$ cat src/rtl/rhs2116_pkg.sv
// rhs2116_pkg
//   Shared types and constants for the RHS2116 consumer path.
//   - state_t      : frame-buffer controller state (IDLE, DISCARD, RUN)
//   - RHS_WORD_W   : width of one RHS2116 result word
//   - DEF_*        : default discard count, channel count and channel tag width
//   - fifo_entry_t : tagged FIFO entry {data, chan, sof} for the default config
package rhs2116_pkg;

  localparam int RHS_WORD_W  = 32;
  localparam int DEF_DISCARD = 2;
  localparam int DEF_NUM_CH  = 16;
  localparam int DEF_CH_W    = 4;

  typedef enum logic [1:0] {
    IDLE    = 2'd0,
    DISCARD = 2'd1,
    RUN     = 2'd2
  } state_t;

  typedef struct packed {
    logic [RHS_WORD_W-1:0] data;
    logic [DEF_CH_W-1:0]   chan;
    logic                  sof;
  } fifo_entry_t;

endpackage

$ cat src/rtl/rhs2116_frame_buffer_sync_fifo.sv
// sync_fifo
//   Generic single-clock FIFO, first-word-fall-through.
//   Ports:
//     clk, rst_n  : clock, synchronous active-low reset (empties the FIFO)
//     push        : write request; accepted when not full, or when full and a
//                   pop happens in the same cycle
//     push_data   : word to write
//     pop         : read request; ignored when empty
//     pop_data    : head entry (zero while empty)
//     full, empty : occupancy flags
//     level       : number of stored entries (0..DEPTH)
//   DEPTH must be a power of two and at least 2.
module sync_fifo #(
  parameter int WIDTH = 37,
  parameter int DEPTH = 16
) (
  input  logic                     clk,
  input  logic                     rst_n,
  input  logic                     push,
  input  logic [WIDTH-1:0]         push_data,
  input  logic                     pop,
  output logic [WIDTH-1:0]         pop_data,
  output logic                     full,
  output logic                     empty,
  output logic [$clog2(DEPTH):0]   level
);

  localparam int AW = $clog2(DEPTH);

  logic [WIDTH-1:0] mem [DEPTH];
  // Pointers carry one extra MSB so full and empty are distinguishable
  // when the low bits are equal.
  logic [AW:0]      wr_ptr;
  logic [AW:0]      rd_ptr;
  logic             do_push;
  logic             do_pop;

  assign empty   = (wr_ptr == rd_ptr);
  assign full    = (wr_ptr[AW] != rd_ptr[AW]) &&
                   (wr_ptr[AW-1:0] == rd_ptr[AW-1:0]);
  assign do_pop  = pop && !empty;
  // A pop in the same cycle frees the slot the push needs.
  assign do_push = push && (!full || do_pop);
  assign level   = wr_ptr - rd_ptr;

  always_ff @(posedge clk) begin
    if (!rst_n) begin
      wr_ptr <= '0;
      rd_ptr <= '0;
    end else begin
      if (do_push) wr_ptr <= wr_ptr + 1'b1;
      if (do_pop)  rd_ptr <= rd_ptr + 1'b1;
    end
  end

  // Storage needs no reset: nothing is visible until a push lands.
  always_ff @(posedge clk) begin
    if (do_push) mem[wr_ptr[AW-1:0]] <= push_data;
  end

  // Head is presented straight from storage so a new word is visible the
  // cycle after its push and the next word follows a pop with no bubble.
  assign pop_data = empty ? '0 : mem[rd_ptr[AW-1:0]];

endmodule

$ cat src/rtl/rhs2116_frame_buffer.sv
// rhs2116_frame_buffer
//   Sits behind spi_master_rhs2116 in the clk_spi domain. Drops the
//   pipeline-latency frames returned after each enable, tags the remaining
//   results with a channel index and start-of-scan flag, and buffers them
//   for the coax link serializer.
//   Ports:
//     clk_spi, rst_n  : clock, synchronous active-low reset
//     enable          : master enable (rising edge restarts the discard phase)
//     in_data/in_valid: result word and its single-cycle strobe
//     clr_ovf         : pulse clearing overflow and drop_cnt
//     out_data/out_chan/out_sof/out_valid/out_ready : tagged output stream
//     overflow        : sticky, a word was lost to a full FIFO
//     drop_cnt        : lost-word count, saturating at 255
//     fill_level      : FIFO occupancy
//     dbg_state       : current controller state (state_t encoding)
//   Output handshake: a word transfers on a clk_spi edge where out_valid and
//   out_ready are both high; while out_valid is high and out_ready low the
//   out_* fields hold their value and out_valid does not drop.
module rhs2116_frame_buffer
  import rhs2116_pkg::*;
#(
  parameter int DISCARD_FRAMES = DEF_DISCARD,
  parameter int NUM_CH         = DEF_NUM_CH,
  parameter int CH_W           = DEF_CH_W,
  parameter int FIFO_DEPTH     = 16
) (
  input  logic                          clk_spi,
  input  logic                          rst_n,
  input  logic                          enable,
  input  logic [31:0]                   in_data,
  input  logic                          in_valid,
  input  logic                          clr_ovf,
  output logic [31:0]                   out_data,
  output logic [CH_W-1:0]               out_chan,
  output logic                          out_sof,
  output logic                          out_valid,
  input  logic                          out_ready,
  output logic                          overflow,
  output logic [7:0]                    drop_cnt,
  output logic [$clog2(FIFO_DEPTH):0]   fill_level,
  output logic [1:0]                    dbg_state
);

  localparam int EW     = RHS_WORD_W + CH_W + 1;
  localparam int DISC_W = (DISCARD_FRAMES < 2) ? 1 : $clog2(DISCARD_FRAMES);
  localparam logic [DISC_W-1:0] DISC_LAST =
    DISC_W'((DISCARD_FRAMES > 0) ? DISCARD_FRAMES - 1 : 0);
  localparam logic [CH_W-1:0] CH_LAST = CH_W'(NUM_CH - 1);

  state_t            state_q, state_d;
  logic [DISC_W-1:0] disc_q, disc_d;
  logic [CH_W-1:0]   chan_q, chan_d;
  logic              push;
  logic              drop;
  logic              fifo_full;
  logic              fifo_empty;
  logic [EW-1:0]     push_data;
  logic [EW-1:0]     pop_data;

  always_ff @(posedge clk_spi) begin
    if (!rst_n) begin
      state_q <= IDLE;
      disc_q  <= '0;
      chan_q  <= '0;
    end else begin
      state_q <= state_d;
      disc_q  <= disc_d;
      chan_q  <= chan_d;
    end
  end

  always_comb begin
    state_d = state_q;
    disc_d  = disc_q;
    chan_d  = chan_q;
    push    = 1'b0;
    case (state_q)
      IDLE: begin
        if (enable) begin
          state_d = DISCARD;
          disc_d  = '0;
        end
      end
      DISCARD: begin
        if (DISCARD_FRAMES == 0) begin
          state_d = RUN;
          chan_d  = '0;
        end else if (in_valid) begin
          // disc_q counts frames already dropped; this one is the last.
          if (disc_q == DISC_LAST) begin
            state_d = RUN;
            chan_d  = '0;
          end else begin
            disc_d = disc_q + 1'b1;
          end
        end
      end
      RUN: begin
        if (in_valid) begin
          push   = 1'b1;
          // Advances even when the push is dropped, keeping tags aligned
          // with the SPI channel sequence.
          chan_d = (chan_q == CH_LAST) ? '0 : chan_q + 1'b1;
        end
      end
      default: state_d = IDLE;
    endcase
    // The current state still handles an in_valid in the disabling cycle.
    if (!enable) state_d = IDLE;
  end

  assign push_data = {in_data, chan_q, (chan_q == '0)};

  sync_fifo #(
    .WIDTH (EW),
    .DEPTH (FIFO_DEPTH)
  ) u_fifo (
    .clk       (clk_spi),
    .rst_n     (rst_n),
    .push      (push),
    .push_data (push_data),
    .pop       (out_ready),
    .pop_data  (pop_data),
    .full      (fifo_full),
    .empty     (fifo_empty),
    .level     (fill_level)
  );

  // Full implies non-empty, so a same-cycle out_ready always makes room.
  assign drop = push && fifo_full && !out_ready;

  always_ff @(posedge clk_spi) begin
    if (!rst_n) begin
      overflow <= 1'b0;
      drop_cnt <= '0;
    end else if (drop) begin
      // A drop coinciding with clr_ovf restarts the count at one.
      overflow <= 1'b1;
      if (clr_ovf)                drop_cnt <= 8'd1;
      else if (drop_cnt != 8'hFF) drop_cnt <= drop_cnt + 8'd1;
    end else if (clr_ovf) begin
      overflow <= 1'b0;
      drop_cnt <= '0;
    end
  end

  assign out_valid = !fifo_empty;
  assign out_data  = pop_data[EW-1 -: RHS_WORD_W];
  assign out_chan  = pop_data[CH_W:1];
  assign out_sof   = pop_data[0];
  assign dbg_state = state_q;

endmodule

$ cat config.mk
export PLATFORM = sky130hd
export DESIGN_NAME = rhs2116_frame_buffer
export DESIGN_NICKNAME = d
export VERILOG_FILES = /design/src/rtl/rhs2116_pkg.sv /design/src/rtl/rhs2116_frame_buffer_sync_fifo.sv /design/src/rtl/rhs2116_frame_buffer.sv
export SDC_FILE = /design/constraint.sdc
export NUM_CORES = 1
export LEC_CHECK = 0
export ABC_AREA = 1
export BUFFER_PORTS_ARGS = -buffer_cell sky130_fd_sc_hd__buf_2
export CAP_MARGIN = 20
export CORE_MARGIN = 4
export CORE_UTILIZATION = 25
export CTS_CLUSTER_SIZE = 12
export DETAILED_ROUTE_END_ITERATION = 8
export PLACE_DENSITY = 0.36
export SYNTH_ARGS = -nofsm -noshare
export SYNTH_HDL_FRONTEND = slang
export SYNTH_SLANG_ARGS = --single-unit
$ cat constraint.sdc
create_clock -name clk_spi -period 5.23 [get_ports clk_spi]
set_input_delay 0.2615 -clock clk_spi [delete_from_list [all_inputs] [get_ports clk_spi]]
set_output_delay 0.2615 -clock clk_spi [all_outputs]
set_load 0.1 [all_outputs]
==> flow_metrics.tcl <==
set metrics [dict create \
    vias_per_cell 4.47 \
    synth_area_um2 25500 \
    critPathLaunchType "flip-flop" \
    core_um2 101000 \
    crit_top_cell "nand2_1" \
    vdd_drop_max_v 0.000196 \
    clk_path_buf_depth 3 \
    grt-busiest-layer "met2" \
    design_area_um2 29700 \
    leakage_nw 10.5 \
    grt_setup_unrepaired "false" \
    ys_top_cells_by_area "edfxtp_1 70%, nand2_1 12%, nand3_1 9.0%, dfxtp_1 2.4%, buf_2 1.4%" \
    worstPathCellList "clkinv_8 -> buf_12 -> nand2_1 -> nand3_1 -> nand3_1 -> nand2_1 -> nand2_1 -> a21oi_1 -> buf_2" \
    cts_buffers 75 \
    max_clock_freq_mhz 267 \
    r2r-start "u_fifo.wr_ptr[3]" \
    path_clk_slew_ps 60 \
    async_reset_ff_share_pct 0 \
    relSlewSlack_pct 27.9 \
    syn_inst 2200 \
    fin_hold_ws_ps 51.8 \
    netlist.area_leader.share_pct 69.7 \
    wire_per_inst_um 20.7 \
    drt_first_pass_iters 8 \
    setup.worst_path.end "out_data[1]" \
    r2r_cells 9 \
    nNetsFinal 2346 \
    critical-path-slowest-cell "dfxtp_4" \
    pre_cts_slack_ps 1800 \
    cp_max_fo 125 \
    cts-root-buf "clkbuf_16" \
    drtIter0Drc 1101 \
    place_congestion 0.729 \
    grt_pass1_vias 16584 \
    r2r_setup_slack_ps 1840 \
    netlist_top_cells_count "802 x nand2_1, 592 x edfxtp_1, 459 x nand3_1" \
    cts_tree "done" \
    clock_latency_ps 630 \
    status "finished, final reports clean" \
    dp.cells 3560 \
    synth-edff-count 592 \
    grt_max_degree 126 \
    dieArea_um2 107000 \
    tightestPinTransition_ps 1080 \
    critPathKind "flip-flop to output port" \
    placed_area_um2 27300 \
    grt_pass1_wl_mm 114 \
    hold_viol_final 0 \
    syn2layout_area_growth_pct 16.6 \
    grt_usage_pct 14.2 \
    boundaryPins 92 \
    syn_area_per_cell_um2 11.6 \
    grt_use_met1_pct 19.9 \
    yosysWarnings 0 \
    min_period_ps 3750 \
    yosysMostFrequentCell "nand2_1" \
    use_met2_pct 22.6 \
    drive_gt1_share_pct 10.8 \
    vias 16562 \
    antenna_found_initial 1 \
    start_util_pct 25.3 \
    synth_cell_types 32 \
    required_ps 4970 \
    finalWorstSetupSlack_ps 1480 \
    post_cts_resized 0 \
    endpoint_kind "output port" \
    grt_overflow_total 0 \
    finalSetupViolCount 0 \
    max_stage_delay_ps 520 \
    reg2reg_to "u_fifo.mem[8][30]" \
    crit_arrival_ps 3480 \
    finalSetupTns_ps 0 \
    met3_usage_pct 2.40 \
    drc 0 \
    totalWireLength_mm 76.7 \
    n_antenna_cell 0 \
    final_cells 3708 \
    die_w_um 327 \
    post_cts_buffers 0 \
    ys.flop_type "edfxtp_1" \
    ys_seq_elements 622 \
    cts_sinks 622 \
    antenna_left 0 \
    die_h_um 327 \
    fin_skew_ps 17.9 \
    maxCapViolCount 0 \
    yosys.area.top_type "edfxtp_1" \
    power.total_mw 11.9 \
    post-route-period-util_pct 71.6 \
    syn-num-nets 2251 \
    dpl.hpwl_mm 43.1 \
    power_density_nw_per_um2 400 \
    rows 116 \
    cts_htree_levels 3 \
    portBuffers 91 \
    holdCritPathClass "input port to flip-flop" \
    drv_slew 0 \
    post-route-util_pct 29.5 \
    seq_area_frac_synth_pct 72.1 \
]
[area by class of cell]
class	instances	area [µm²]
Fill cell	10374	71000
Clock buffer	97	1960
Timing Repair Buffer	144	938
Clock inverter	36	290
Inverter	41	175
Sequential cell	622	18400
Multi-Input combinational cell	1411	6290
Tap cell	1357	1700
[registers in the layout, summed over array words and instances (netlist names), named ones only]
name,cells
dbg_state,2
disc_q,1
chan_q,4
u_fifo.mem,592
u_fifo.wr_ptr,5
overflow,1
drop_cnt,8
u_fifo.rd_ptr,5
[routing by layer]
metal  vias to the layer above  wire length [µm]  part of all wire, %
li1                       7879                 -                    -
met1                      8256             36600                   48
met2                       332             35400                   46
met3                        95              3200                  4.2
met4                         0              1530                  2.0
met5                         -                 0                    0
[how the worst min path moves through the flow]
| stage | startpoint | endpoint | slack [ps] | cells past startpoint |
|---|---|---|---|---|
| finish | in_data[24] | u_fifo.mem[2][29] | 50 | 1 |
| global route | in_data[14] | u_fifo.mem[0][19] | 40 | 1 |
| CTS | in_data[24] | u_fifo.mem[2][29] | 2 | 1 |
| detailed placement | overflow | overflow | 450 | 2 |
| global placement | dbg_state[0] | dbg_state[0] | 450 | 1 |
| floorplan | in_data[5] | u_fifo.mem[0][10] | 360 | 0 |
[report_power, final]
group | total (mW) | internal, mW | switching (mW)
Combinational | 1.57 | 0.313 | 1.26
Clock | 4.86 | 2.76 | 2.10
Sequential | 5.48 | 5.45 | 0.0292
[repair_timing]
item                                   4_1_cts  5_1_grt
setup endpoints to repair                    0        0
endpoints found under the hold margin      120        0
hold buffers                                14        0
[critical path: cells and delay by family (launching register included)]
kind                   cells  cell delay (ps)
flip-flops                 1              520
buffers and inverters      3             1250
AO/OA/AOI/OAI              1              320
AND/OR/NAND/NOR            5              510
[cells by family after synthesis]
group,count (synthesis),synth area share [%]
buf+inv,167,3.72
xor+xnor,5,0.172
compound gates,78,1.57
simple gates,1315,21.8
fa+ha+maj,13,0.667
flops,622,72.1
[cell usage in the layout (no fill, tap or decap), types with 3 or more instances in the layout]
cell type      synthesis  routed
nor2_1                37      23
clkinv_2               0       6
dfxtp_4                0       3
nand2_1              802     802
inv_1                 37      36
edfxtp_1             592     592
nand3_1              459     459
buf_12                 0       4
nor2_4                 2      17
clkbuf_16              0      75
buf_4                  5      35
o21ai_0               16      16
inv_16                 0       3
a21oi_1               57      57
dlygate4sd3_1          0      14
nor3_1                 7       6
buf_2                 73      91
ha_1                  12      12
clkinv_1               0      19
xor2_1                 4       4
dfxtp_1               30      26
clkinv_8               0       3
clkbuf_1              14      22
(Power assumes the default switching activity.)
